## config.mk

```make
export PLATFORM = sky130hd
export DESIGN_NAME = imem_loader_flat
export DESIGN_NICKNAME = d
export VERILOG_FILES = /design/src/rtl/imem_loader_if.sv /design/src/rtl/imem_loader.sv /design/src/flat_wrapper.sv
export SDC_FILE = /design/constraint.sdc
export NUM_CORES = 1
export LEC_CHECK = 0
export CAP_MARGIN = 20
export CORE_MARGIN = 10
export CORE_UTILIZATION = 49
export CTS_BUF_LIST = sky130_fd_sc_hd__clkbuf_4 sky130_fd_sc_hd__clkbuf_8 sky130_fd_sc_hd__clkbuf_16
export CTS_CLUSTER_SIZE = 8
export DETAILED_ROUTE_END_ITERATION = 16
export PLACE_DENSITY = 0.89
export SYNTH_ARGS = -nofsm -noshare
export SYNTH_HDL_FRONTEND = slang
export SYNTH_SLANG_ARGS = --single-unit
```

## constraint.sdc

```tcl
create_clock -name i_clk -period 2.4 [get_ports i_clk]
set_input_delay 0.24 -clock i_clk [delete_from_list [all_inputs] [get_ports i_clk]]
set_output_delay 0.24 -clock i_clk [all_outputs]
set_load 0.02 [all_outputs]
```

## src/rtl/imem_loader_if.sv

```systemverilog
// Byte-stream and instruction-memory write bundle for imem_loader.
// slave: loader side; master: host byte source plus memory/CPU side.
//   start, byte_in[7:0], byte_valid        host -> loader
//   byte_ready                             loader -> host
//   mem_we, mem_addr[31:0], mem_wdata[31:0] loader -> imem write port
//   cpu_hold, done, error, words_loaded[15:0] loader -> CPU/status
interface imem_loader_if;
    logic        start;
    logic [7:0]  byte_in;
    logic        byte_valid;
    logic        byte_ready;
    logic        mem_we;
    logic [31:0] mem_addr;
    logic [31:0] mem_wdata;
    logic        cpu_hold;
    logic        done;
    logic        error;
    logic [15:0] words_loaded;

    modport master (
        output start,
        output byte_in,
        output byte_valid,
        input  byte_ready,
        input  mem_we,
        input  mem_addr,
        input  mem_wdata,
        input  cpu_hold,
        input  done,
        input  error,
        input  words_loaded
    );

    modport slave (
        input  start,
        input  byte_in,
        input  byte_valid,
        output byte_ready,
        output mem_we,
        output mem_addr,
        output mem_wdata,
        output cpu_hold,
        output done,
        output error,
        output words_loaded
    );
endinterface

```

## src/rtl/imem_loader.sv

```systemverilog
// Instruction memory loader: length-prefixed big-endian byte stream to
// consecutive word writes; holds the CPU in reset until the load completes.
//   i_clk   rising-edge clock
//   i_rst   asynchronous reset, active low
//   io_bus  imem_loader_if.slave (stream in, imem write port, status out)
module imem_loader #(
    parameter logic [31:0] BASE_ADDR   = 32'h0,
    parameter int          DEPTH_WORDS = 64
) (
    input  logic          i_clk,
    input  logic          i_rst,
    imem_loader_if.slave  io_bus
);

    localparam logic [16:0] LP_DEPTH = 17'(DEPTH_WORDS);

    typedef enum logic [2:0] {
        S_IDLE,
        S_LEN_HI,
        S_LEN_LO,
        S_DATA,
        S_WRITE,
        S_DONE,
        S_ERR
    } state_t;

    state_t      r_state;
    state_t      w_next;
    logic [15:0] r_len;
    logic [31:0] r_word;
    logic [1:0]  r_bcnt;
    logic [15:0] r_words;

    logic        w_ready;
    logic        w_we;
    logic        w_hold;
    logic        w_done;
    logic        w_err;
    logic        w_xfer;
    logic        w_last;
    logic [15:0] w_len;

    assign w_xfer = io_bus.byte_valid & w_ready;
    // Full length as it stands during the LEN_LO transfer.
    assign w_len  = {r_len[15:8], io_bus.byte_in};
    assign w_last = (r_words + 16'd1) == r_len;

    always_ff @(posedge i_clk or negedge i_rst) begin
        if (!i_rst) begin
            r_state <= S_IDLE;
        end else begin
            r_state <= w_next;
        end
    end

    always_comb begin
        w_next = r_state;
        unique case (r_state)
            S_IDLE, S_DONE, S_ERR: begin
                if (io_bus.start) w_next = S_LEN_HI;
            end
            S_LEN_HI: begin
                if (w_xfer) w_next = S_LEN_LO;
            end
            S_LEN_LO: begin
                if (w_xfer) begin
                    if (w_len == 16'd0)
                        w_next = S_DONE;
                    else if ({1'b0, w_len} > LP_DEPTH)
                        w_next = S_ERR;
                    else
                        w_next = S_DATA;
                end
            end
            S_DATA: begin
                if (w_xfer && r_bcnt == 2'd3) w_next = S_WRITE;
            end
            S_WRITE: begin
                w_next = w_last ? S_DONE : S_DATA;
            end
            default: w_next = S_IDLE;
        endcase
    end

    always_comb begin
        w_ready = 1'b0;
        w_we    = 1'b0;
        w_hold  = 1'b1;
        w_done  = 1'b0;
        w_err   = 1'b0;
        unique case (r_state)
            S_LEN_HI, S_LEN_LO, S_DATA: w_ready = 1'b1;
            S_WRITE: w_we = 1'b1;
            S_DONE: begin
                w_hold = 1'b0;
                w_done = 1'b1;
            end
            S_ERR: w_err = 1'b1;
            default: ;
        endcase
    end

    always_ff @(posedge i_clk or negedge i_rst) begin
        if (!i_rst) begin
            r_len   <= '0;
            r_word  <= '0;
            r_bcnt  <= '0;
            r_words <= '0;
        end else begin
            unique case (r_state)
                S_IDLE, S_DONE, S_ERR: begin
                    if (io_bus.start) begin
                        r_words <= '0;
                        r_bcnt  <= '0;
                    end
                end
                S_LEN_HI: begin
                    if (w_xfer) r_len[15:8] <= io_bus.byte_in;
                end
                S_LEN_LO: begin
                    if (w_xfer) r_len[7:0] <= io_bus.byte_in;
                end
                S_DATA: begin
                    if (w_xfer) begin
                        r_word <= {r_word[23:0], io_bus.byte_in};
                        // Wraps to 0 on the 4th byte, ready for the next word.
                        r_bcnt <= r_bcnt + 2'd1;
                    end
                end
                S_WRITE: begin
                    r_words <= r_words + 16'd1;
                end
                default: ;
            endcase
        end
    end

    assign io_bus.byte_ready   = w_ready;
    assign io_bus.mem_we       = w_we;
    assign io_bus.mem_addr     = BASE_ADDR + {14'd0, r_words, 2'b00};
    assign io_bus.mem_wdata    = r_word;
    assign io_bus.cpu_hold     = w_hold;
    assign io_bus.done         = w_done;
    assign io_bus.error        = w_err;
    assign io_bus.words_loaded = r_words;

endmodule
```

## src/flat_wrapper.sv

```systemverilog
// flat-port wrapper written by rule: the top's interface ports become plain ports
module imem_loader_flat 
#(
    parameter logic [31:0] BASE_ADDR   = 32'h0,
    parameter int          DEPTH_WORDS = 64
)
  (i_clk, i_rst, io_bus_start, io_bus_byte_in, io_bus_byte_valid, io_bus_byte_ready, io_bus_mem_we, io_bus_mem_addr, io_bus_mem_wdata, io_bus_cpu_hold, io_bus_done, io_bus_error, io_bus_words_loaded);
  imem_loader_if io_bus_i ();
  input  logic i_clk;
  input  logic i_rst;
  input wire logic [$bits(io_bus_i.start)-1:0] io_bus_start;
  input wire logic [$bits(io_bus_i.byte_in)-1:0] io_bus_byte_in;
  input wire logic [$bits(io_bus_i.byte_valid)-1:0] io_bus_byte_valid;
  output wire logic [$bits(io_bus_i.byte_ready)-1:0] io_bus_byte_ready;
  output wire logic [$bits(io_bus_i.mem_we)-1:0] io_bus_mem_we;
  output wire logic [$bits(io_bus_i.mem_addr)-1:0] io_bus_mem_addr;
  output wire logic [$bits(io_bus_i.mem_wdata)-1:0] io_bus_mem_wdata;
  output wire logic [$bits(io_bus_i.cpu_hold)-1:0] io_bus_cpu_hold;
  output wire logic [$bits(io_bus_i.done)-1:0] io_bus_done;
  output wire logic [$bits(io_bus_i.error)-1:0] io_bus_error;
  output wire logic [$bits(io_bus_i.words_loaded)-1:0] io_bus_words_loaded;
  assign io_bus_i.start = io_bus_start;
  assign io_bus_i.byte_in = io_bus_byte_in;
  assign io_bus_i.byte_valid = io_bus_byte_valid;
  assign io_bus_byte_ready = io_bus_i.byte_ready;
  assign io_bus_mem_we = io_bus_i.mem_we;
  assign io_bus_mem_addr = io_bus_i.mem_addr;
  assign io_bus_mem_wdata = io_bus_i.mem_wdata;
  assign io_bus_cpu_hold = io_bus_i.cpu_hold;
  assign io_bus_done = io_bus_i.done;
  assign io_bus_error = io_bus_i.error;
  assign io_bus_words_loaded = io_bus_i.words_loaded;
  imem_loader #(.BASE_ADDR(BASE_ADDR), .DEPTH_WORDS(DEPTH_WORDS)) u_core (.i_clk(i_clk), .i_rst(i_rst), .io_bus(io_bus_i));
endmodule
```

======== Word-level counts from Yosys, hierarchy flattened ========
Cells that the tools add are included.
word-level totals
  logic and storage cells ................. 54
  bits in registers ....................... 69
cells by class
  $lt $le $gt $ge ......................... 1
  reductions and logical operators ........ 13
  $add $sub $neg .......................... 2
  bitwise operators ....................... 1
  equality and inequality tests ........... 13
  multiplexer cells ....................... 18
operator list
  kind                     number
  $pmux W16 S2             1
  $mux W3                  7
  $add A16 B1 Y16 const B  1
  $eq A16 B16 Y1           1
  $gt A16 B7 Y1 const B    1
  $logic_not A16 Y1        1
  $mux W16                 1
  $pmux W3 S5              1
  $eq A3 B3 Y1 const B     3
  $ne A2 B1 Y1 const B     4
  $reduce_and A2 Y1        4
  $eq A3 B2 Y1 const B     2
  $reduce_or A3 Y1         2
  $mux W1                  5
  $mux W2                  2
  $pmux W2 S2              1
  $reduce_and A4 Y1        1
  $reduce_bool A2 Y1       2
  $eq A3 B1 Y1 const B     1
  $logic_not A3 Y1         1
  $reduce_and A3 Y1        1
  $add A2 B1 Y2 const B    1
  $eq A2 B2 Y1 const B     1
  $ne A2 B2 Y1 const B     1
  2 further kinds          2

======== Logic depth before layout (Yosys ltp) ========
  depth in word-level cells ............... 7
  mapped depth ............................ 7
  mapped depth without buffers ............ 7

======== Worst setup path before layout ========
No wires, ideal clock.
  path type ............................... flip-flop to flip-flop
  from .................................... register u_core.r_words[0] (netlist: u_core.io_bus.words_loaded[0])
  to ...................................... register u_core.r_state[1]
  setup time .............................. 0.119 ns
  path buffers ............................ 0
  setup slack ............................. 0.127 ns
  cell stages (with the launch flop) ...... 8
  required time ........................... 2.281 ns
  data arrival time ....................... 2.154 ns
  path through ............................ dfrtp_1 ha_1 nand4_1 nor3_1 nand4_1 a221oi_2 nand4_1 a21bo_1
on the way
  longest elaborated chain between the ends .. 4
ends and longest elaborated chain
  what                    line                source
  start, declared         imem_loader.sv:32   logic [15:0] r_words;
  start signal, assigned  imem_loader.sv:131  r_words <= r_words + 16'd1;
  $add A16 B1 Y16         imem_loader.sv:46   assign w_last = (r_words + 16'd1) == r_len;
  $eq A16 B16 Y1          imem_loader.sv:46
  $mux W3                 imem_loader.sv:79   w_next = w_last ? S_DONE : S_DATA;
  $pmux W3 S5             imem_loader.sv:58   unique case (r_state)
  end signal, assigned    imem_loader.sv:52   r_state <= w_next;
  end, declared           imem_loader.sv:27   state_t r_state;
Every way passes these cells.
A chain may end at the register's enable or synchronous reset.

======== Worst setup path after layout ========
  from .................................... register u_core.r_state[1]
  to ...................................... output io_bus_mem_we
on the way
  longest elaborated chain between the ends .. 2
ends and longest elaborated chain
  what           line                source
  $eq A3 B3 Y1   imem_loader.sv:91   unique case (r_state)
  $mux W1        imem_loader.sv:91
  end, declared  flat_wrapper.sv:15  output wire logic [$bits(io_bus_i.mem_we)-1:0] io_bus_mem_we;
Every way passes these cells.

==> summary.txt <==
GRT
  – Global-route wire length before repair: 15800 um
  – GRT met1 Usage: 20.6%
  – GRT Util Overall: 17.0%
  – Vias in the first global route: 3040
  – Largest net degree at the start of global routing: 35
  – Grt met2 use: 28.1%
  – Grt peak-use layer: met2
  – Gr ovfl total: 0
  – Initial antenna violation count: 0
  – GRT met3 Usage: 4.37%

Logic synthesis
  – Yosys top cell area share: 46.0%
  – Synth Instances: 351
  – Asr flop ratio synth: 100%
  – Flops & latches, synth: 69
  – Yosys top cell by area: dfrtp_1
  – Synthesis Warnings: 0
  – Syn avg cell area: 10.7 um2
  – Cell Area, Synth: 3750 um2
  – Synth top area cells: dfrtp_1 (46%), mux2_2 (14%), buf_4 (6.8%)
  – Seq/Total Area, Yosys: 46.0%
  – Number of synthesized flops with an enable pin: 0
  – Library cells used by synthesis: 56
  – Main flop type after synthesis: dfrtp_1

STA
  – Setup Viol. Count Final: 0
  – Slew @ Worst Pin: 0.673 ns
  – Period utilization: 94.7%
  – RSZ-0062 raised after global routing: yes
  – Peak Freq: 440 MHz
  – Worst Skew: 0.0136 ns
  – Endpoints failing hold: 0
  – Max Slew Vio Count: 0
  – Slew headroom: 55.1%
  – Crit path time final: 2.27 ns

Final layout
  – Area Overhead vs Synth: 26.8%
  – Commonest non-fill, non-tap cell in the layout: clkdlybuf4s50_1
  – # fillers: 530
  – Fin nets: 436
  – Antenna diodes: 0
  – Cell Count, Final, Fillers Out: 525
  – Multi-input combinational cell area: 1760 um2
  – FF+latch area: 1730 um2
  – Most frequent cells in the layout: clkdlybuf4s50_1 (79), dfrtp_1 (68), mux2_2 (47)
  – Fraction of layout cells with a size suffix above 1: 22.1%

Run status
  – Outcome: completed

Power and ir drop
  – Power Total: 5520 uW
  – Pwr Density: 1160 nW/um2
  – Worst VDD drop: 0.000912 V
  – Leak pwr: 0.00200 uW

Clock network
  – H-tree levels: 3
  – Root buf cell: clkbuf_8
  – Clock slew seen by the registers of the worst setup and hold paths: 0.09 ns
  – Total CTS buffers: 9
  – CTS max path bufs: 2
  – CTS tree: yes
  – Clock Sinks: 69
  – Worst-Skew Late Latency: 0.36 ns

Floorplan
  – Die height: 107 um
  – DIE WIDTH: 107 um
  – Starting density of the core: 51.2%
  – Row cnt: 31
  – Core Area: 7330 um2
  – IO Pins: 97
  – Die area: 11600 um2

Job
  – Max_cap viols: 0

Placement
  – PortBufs: 80
  – RD Place Congestion: 0.927
  – HPWL after DPL: 6990 um
  – # placed instances: 509

Worst setup path
  – CP startpoint kind: register
  – Data required, critical path: 2.16 ns
  – Maximum net fanout on the critical path: 12
  – WP data arrival: 2.03 ns
  – Crit Path Category: register to output pin
  – Crit end category: output pin

Routing
  – Routed wire length: 9560 um
  – DRC Markers: 0
  – Via density: 5.65
  – Drt first-iter violations: 197
  – Vias post-DR: 2964
  – Wirelength per Cell: 18.2 um
  – DRT antenna net count: 0
  – Detailed Routing Iterations Pass 1: 4

Min path
  – Class of the worst hold path: input pin to asynchronous set/reset pin
## worst paths after layout
path	startpoint	end	slack, ns	cells past startpoint
max reg2reg	u_core.io_bus.words_loaded[3]$_DFFE_PN0P_	u_core.r_state[1]$_DFFE_PN0P_	0.14	6
min reg2reg	u_core.r_bcnt[1]$_DFFE_PN0P_	u_core.r_bcnt[1]$_DFFE_PN0P_	0.50	2
min in group i_clk	u_core.r_bcnt[1]$_DFFE_PN0P_	u_core.r_bcnt[1]$_DFFE_PN0P_	0.50	2
min	i_rst	u_core.io_bus.mem_wdata[29]$_DFFE_PN0P_	0.41	2
max	u_core.r_state[1]$_DFFE_PN0P_	io_bus_mem_we	0.13	4
max in group asynchronous	i_rst	u_core.r_len[6]$_DFFE_PN0P_	1.25	3
## layer usage
layer | share of wire [%] | vias up
met5 | 0 | -
met4 | 2.0 | 0
met3 | 7.8 | 22
met2 | 51 | 134
met1 | 40 | 1465
li1 | - | 1343
## per-stage QoR
step / utilization (%) / instance area [um2] / TNS, ns / hold slack [ns] / setup slack (ns)
after detailed placement: 61.5 / 4510 / 0 / 0.264 / 0.0127
after floorplan: - / 3810 / 0 / -0.0556 / 0.127
after global placement: 61.5 / 4510 / 0 / 0.249 / 0.205
after global routing: 64.9 / 4760 / -0.0440 / 0.470 / -0.0440
final: 64.9 / 4760 / 0 / 0.409 / 0.128
after CTS: 64.6 / 4740 / 0 / 0.423 / 0.0508
## cell type report
type | count | share of cell area [%]
clock buffers | 10 | 2.76
multi-input cells | 240 | 36.9
repair buffers | 94 | 19.0
inverters | 8 | 0.631
clock inverters | 5 | 1.79
well taps | 99 | 2.60
flip-flops and latches | 69 | 36.3
## critical path, cell delays in order, from the launching register on
cell and delay (ns):
dfrtp_1 0.54, nor2b_4 0.25, nand2_1 0.15, clkinv_1 0.12, clkdlybuf4s50_1 0.62
## synthesized netlist by cell type, drive strengths merged, types with 6 or more instances
library cell and number:
dfrtp 69, mux2 47, buf 36, o21ai 29, nand2 22, nor2 19
clkbuf 13, xnor2 12, nand3 8, a21oi 7, inv 7, nor3 7
nand4 6, nor4 6, o31ai 6
## where the power goes
part / internal (uW) / switching, uW
logic: 1250 / 1200
clock network: 596 / 462
registers: 1600 / 420
total: 3440 / 2080
## registers in the layout, summed over array words and instances, names as in the netlist
register and flops:
u_core.r_state 3, u_core.r_len 16, u_core.r_bcnt 2, u_core.io_bus.words_loaded 16, u_core.io_bus.mem_wdata 32
## cells by family after synthesis
group,count (synthesis),synth area share [%]
adders and majority gates,2,0.667
DFF,69,46.0
AOI/OAI and AO/OA,62,10.7
other,1,0.100
muxes,48,14.4
and+or+nand+nor,93,13.7
buffers and inverters,57,9.21
xor gates and xnor gates,19,5.20
## what timing repair did
item	CTS	global route
hold buffers	1	0
pin swaps	0	0
setup endpoints to repair	2	4
gates resized for setup	1	5
buffers inserted	0	0
hold endpoints to repair	24	0
(Power assumes the default switching activity.)
